===== config.mk =====
export PLATFORM = sky130hd
export DESIGN_NAME = uart_parity_engine
export DESIGN_NICKNAME = d
export VERILOG_FILES = /design/src/rtl/uart_parity_engine.sv
export SDC_FILE = /design/constraint.sdc
export NUM_CORES = 1
export LEC_CHECK = 0
export ABC_AREA = 1
export CORE_MARGIN = 2
export CORE_UTILIZATION = 41
export CTS_BUF_LIST = sky130_fd_sc_hd__clkbuf_8
export CTS_CLUSTER_DIAMETER = 30
export CTS_CLUSTER_SIZE = 14
export DETAILED_ROUTE_END_ITERATION = 16
export PLACE_DENSITY = 0.82
export SYNTH_ARGS = -nofsm -noshare
export SYNTH_HDL_FRONTEND = slang
export SYNTH_SLANG_ARGS = --single-unit
export TNS_END_PERCENT = 30

===== constraint.sdc =====
create_clock -name CLK -period 2.13 [get_ports CLK]
set_clock_uncertainty 0.15 [all_clocks]
set_input_delay 0.3195 -clock CLK [delete_from_list [all_inputs] [get_ports CLK]]
set_output_delay 0.3195 -clock CLK [all_outputs]
set_load 0.05 [all_outputs]

===== src/rtl/uart_parity_engine.sv =====
// TX parity generator with run-time data length and four parity modes.
// Define PARITY_CHECK_EN to build the bit-serial RX parity checker; otherwise rx_done/rx_par_err are 0.
module uart_parity_engine #(
  parameter int unsigned WIDTH = 9
) (
  input  logic             CLK,
  input  logic             RST,
  input  logic             parity_enable,
  input  logic [1:0]       parity_mode,
  input  logic [3:0]       data_len,
  input  logic             Busy,
  input  logic [WIDTH-1:0] DATA,
  input  logic             Data_Valid,
  output logic [WIDTH-1:0] data_latched,
  output logic             parity,
  output logic             parity_valid,
  input  logic             rx_start,
  input  logic             rx_bit_valid,
  input  logic             rx_bit,
  output logic             rx_done,
  output logic             rx_par_err
);

  logic [3:0]       eff_len;
  logic [WIDTH-1:0] len_mask;
  logic             capture;

  function automatic logic mode_parity(input logic [1:0] mode, input logic xor_bits);
    logic p;
    case (mode)
      2'b00:   p = xor_bits;
      2'b01:   p = ~xor_bits;
      2'b10:   p = 1'b1;
      default: p = 1'b0;
    endcase
    return p;
  endfunction

  always_comb begin
    if (data_len < 4'd5) begin
      eff_len = 4'd5;
    end else if (32'(data_len) > WIDTH) begin
      eff_len = 4'(WIDTH);
    end else begin
      eff_len = data_len;
    end
  end

  always_comb begin
    len_mask = '0;
    for (int i = 0; i < int'(WIDTH); i++) begin
      len_mask[i] = (i < int'(eff_len));
    end
  end

  assign capture = Data_Valid && !Busy;

  // A capture on the same edge as parity_enable clears parity_valid; the new parity lands next edge.
  always_ff @(posedge CLK or negedge RST) begin
    if (!RST) begin
      data_latched <= '0;
      parity       <= 1'b0;
      parity_valid <= 1'b0;
    end else begin
      if (capture) begin
        data_latched <= DATA & len_mask;
        parity_valid <= 1'b0;
      end else if (parity_enable) begin
        parity_valid <= 1'b1;
      end
      if (parity_enable) begin
        parity <= mode_parity(parity_mode, ^data_latched);
      end
    end
  end

`ifdef PARITY_CHECK_EN
  typedef enum logic [1:0] {StIdle, StData, StPar} rx_state_e;

  rx_state_e rx_state;
  logic [3:0] rx_cnt;
  logic       rx_acc;
  logic       rx_last;

  // Data phase ends on the edge that samples the final data bit.
  always_comb begin
    if (rx_bit_valid) begin
      rx_last = ({1'b0, rx_cnt} + 5'd1) >= {1'b0, eff_len};
    end else begin
      rx_last = rx_cnt >= eff_len;
    end
  end

  always_ff @(posedge CLK or negedge RST) begin
    if (!RST) begin
      rx_state   <= StIdle;
      rx_cnt     <= 4'd0;
      rx_acc     <= 1'b0;
      rx_done    <= 1'b0;
      rx_par_err <= 1'b0;
    end else begin
      rx_done <= 1'b0;
      if (rx_start) begin
        rx_state   <= StData;
        rx_cnt     <= 4'd0;
        rx_acc     <= 1'b0;
        rx_par_err <= 1'b0;
      end else begin
        case (rx_state)
          StData: begin
            if (rx_bit_valid) begin
              rx_acc <= rx_acc ^ rx_bit;
              rx_cnt <= rx_cnt + 4'd1;
            end
            if (rx_last) begin
              if (parity_enable) begin
                rx_state <= StPar;
              end else begin
                rx_state   <= StIdle;
                rx_done    <= 1'b1;
                rx_par_err <= 1'b0;
              end
            end
          end
          StPar: begin
            if (rx_bit_valid) begin
              rx_par_err <= rx_bit != mode_parity(parity_mode, rx_acc);
              rx_done    <= 1'b1;
              rx_state   <= StIdle;
            end
          end
          default: rx_state <= StIdle;
        endcase
      end
    end
  end
`else
  logic unused_rx;
  assign unused_rx  = ^{rx_start, rx_bit_valid, rx_bit};
  assign rx_done    = 1'b0;
  assign rx_par_err = 1'b0;
`endif

endmodule


==> impl_metrics.csv <==
group,metric,value,unit
status,run_status,"finished, final reports clean",
worst_setup_path,cp-end-kind,"primary output",
place,dpl.hpwl,1119,µm
drt,drcViolationCount,0,
cts,cts_root_buffer,"clkbuf_8",
worst_setup_path,worstPathCellList,"clkdlybuf4s50_1",
cts,clkTransAtPathRegs,0.05,ns
grt,grt_max_degree,12,
grt,busiest_layer,"met2",
drt,ant_nets,0,
yosys,synth_edf_count,0,
power_and_ir_drop,p_leak,0.4897,nW
place,gp_congestion,0.7344,
timing,drv_slew,0,
final_layout,area_growth,56.66,%
drt,routed_wl,1324,µm
cts,post_cts_buffers,0,
drt,detailroute.via_count,635,
worst_setup_path,worstSetupPathType,"reg2out",
worst_setup_path,worstSetupStartpointType,"flop",
yosys,syn_area,629.4,µm²
drt,via_per_inst,4.635,
cts,cts_tree,"built",
worst_setup_path,crit_required,1.66,ns
timing,fmax,522.8,MHz
cts,htree_levels,1,
floorplan,start_util,42.77,%
cts,cts_buffer_depth,2,
hold_path,hold_path.class,"in2async",
timing,period_share,89.79,%
power_and_ir_drop,seqPwrFrac,33.2,%
drt,drtPass1Iterations,4,
worst_setup_path,crit_slowest_cell,"clkdlybuf4s50_1",
cts,cts_hold_buf,0,
cts,cts_num_sinks,11,
yosys,syn_inst,88,
timing,hold_viol_final,0,
grt,grt_use_met1,18.55,%
power_and_ir_drop,pwr-share-clk,25.1,%
yosys,synth_area_leader_cell,"dfrtp_1",
yosys,synth_top_area_share,43.74,%
yosys,async_flop_share,100.0,%
final_layout,post-route-util,67.01,%
cts,postCtsResizedCells,0,
power_and_ir_drop,switchingPower,0.0002936,W
yosys,synthTopCellsByCount,"32 x nand2_1, 13 x inv_1, 11 x dfrtp_1",
worst_setup_path,cpLargestDelayFamily,"buffers and inverters",
floorplan,core.rowCount,14,
final_layout,fin_nets,145,
timing,rsz0062_at_grt,"no",
floorplan,core-area,0.001471,mm²
grt,grt_usage,16.36,%
grt,grt_use_met2,27.46,%
yosys,yosys-top-cells-area,"dfrtp_1 44%, nand2_1 19%, inv_1 7.8%",
worst_setup_path,crit_buf_inv,1,
timing,maxSlewHeadroom,66.43,%
floorplan,dieArea,0.001865,mm²
floorplan,die_y,43.18,µm
power_and_ir_drop,power_density,789.4,mW/mm²
place,placement.io_buffers,30,
cts,numCtsBuffers,3,
flow_run,cap_violations,0,
power_and_ir_drop,p_sw_share,37.73,%
yosys,avgSynthCellArea,7.152,µm²
timing,finalCriticalPeriod,1.913,ns
yosys,yosys_warnings,0,
power_and_ir_drop,combPwrFrac,41.7,%
grt,grt-ovfl-total,0,
place,place_inst,133,
final_layout,instances_no_fill,137,
timing,setup_viol,0,
grt,use_met3,2.553,%
floorplan,die_w,43.18,µm
drt,wl_per_cell,9.664,µm
final_layout,n_antenna_cell,0,
power_and_ir_drop,p_int,0.0004846,W
worst_setup_path,critical_path.max_fanout,4,
yosys,synth_seq_cells,11,
power_and_ir_drop,max-vdd-ir-drop,0.0005182,V
worst_setup_path,slowest_delay,0.82,ns
grt,grt_pass1_wl,2263,µm
floorplan,io_pins,36,
grt,grt_pass1_vias,599,
timing,tightest_slew,0.5020,ns
yosys,synth_seq_area_share,43.74,%
cts,clkLatencyLatePin,0.23,ns
worst_setup_path,cp.arrival,1.44,ns
timing,tns,0,ns
drt,first_iter_violations,7,
yosys,yosysUniqueCellTypes,21,
yosys,yosysMostFrequentCell,"nand2_1",
final_layout,drive_above_1_share,9.917,%
yosys,synth_ff_type,"dfrtp_1",
grt,antenna_found_initial,0,
-- logic make-up (layout without fill, tap and decap cells) --
logic type             after synthesis  in the layout  synth area share (%)
other                                1              2                0.5958
XOR/XNOR                             1              1                 1.392
AO/OA/AOI/OAI                        8              8                 7.157
flip-flops                          11             11                 43.74
AND/OR/NAND/NOR                     50             50                 35.59
buffers and inverters               17             49                 11.53
-- placed cells by master, fill, tap and decap left out, types with 2 or more instances in the layout --
master	n
nor2_1	2
o21ai_1	2
o21ai_0	3
conb_1	2
dfrtp_1	11
clkdlybuf4s50_1	30
inv_1	14
nand2_1	32
nand3_1	6
nand2_2	5
clkbuf_8	3
-- worst paths after layout --
kind	start	end	slack [ns]	cells after the start
min	RST	data_latched[3]$_DFFE_PN0P_	0.27	1
max reg2reg	data_latched[6]$_DFFE_PN0P_	parity$_DFFE_PN0P_	0.71	10
min reg2reg	parity$_DFFE_PN0P_	parity$_DFFE_PN0P_	0.33	2
min in group CLK	parity$_DFFE_PN0P_	parity$_DFFE_PN0P_	0.33	2
max	data_latched[1]$_DFFE_PN0P_	data_latched[1]	0.22	1
max in group asynchronous	RST	data_latched[6]$_DFFE_PN0P_	1.23	1
-- registers in the layout (all words and copies together) (netlist names) --
name,cells
data_latched,9
parity,1
parity_valid,1
-- power groups by stage --
stage	logic, W	registers, W	clock network (W)
2_1_floorplan	0.000119	0.000353	0
3_3_place_gp	0.000319	0.000260	0
3_5_place_dp	0.000326	0.000261	0
4_1_cts	0.000327	0.000258	0.000198
5_1_grt	0.000352	0.000262	0.000213
6_report	0.000324	0.000258	0.000196
-- metal layers --
| layer | vias up | wire (µm) | part of all wire [%] |
|---|---|---|---|
| li1 | 336 | - | - |
| met4 | 0 | 8 | 0.60 |
| met2 | 18 | 661 | 50 |
| met1 | 279 | 598 | 45 |
| met5 | - | 0 | 0 |
| met3 | 2 | 55 | 4.2 |
-- worst register-to-register path: stages, from the launching register on --
cell	delay, ns
dfrtp_1	0.39
inv_1	0.11
nand2_1	0.06
nand2_1	0.08
nand2_2	0.06
nand3_1	0.10
nand2_1	0.08
nand2_2	0.07
nand4_1	0.08
nand3_1	0.09
nand2_1	0.05
-- through the flow --
step	area, µm²	setup slack, ns	power (W)	hold WS (ns)
5_1_grt	985.9	0.1846	0.0008274	0.3078
3_3_place_gp	940.9	0.4461	0.0005790	0.3191
6_report	985.9	0.2174	0.0007783	0.2663
2_1_floorplan	633.1	0.4945	0.0004726	-0.1261
4_1_cts	985.9	0.2138	0.0007829	0.2863
3_5_place_dp	940.9	0.4083	0.0005865	0.3179
-- final cells by class --
| type | instances | area (µm²) |
|---|---|---|
| inverters | 14 | 52.55 |
| multi-input cells | 61 | 285.3 |
| fillers | 132 | 485.5 |
| repair buffers | 31 | 307.8 |
| clock inverters | 1 | 3.754 |
| well taps | 16 | 20.02 |
| clock buffers | 3 | 41.29 |
| flip-flops and latches | 11 | 275.3 |
(Power assumes the default switching activity.)
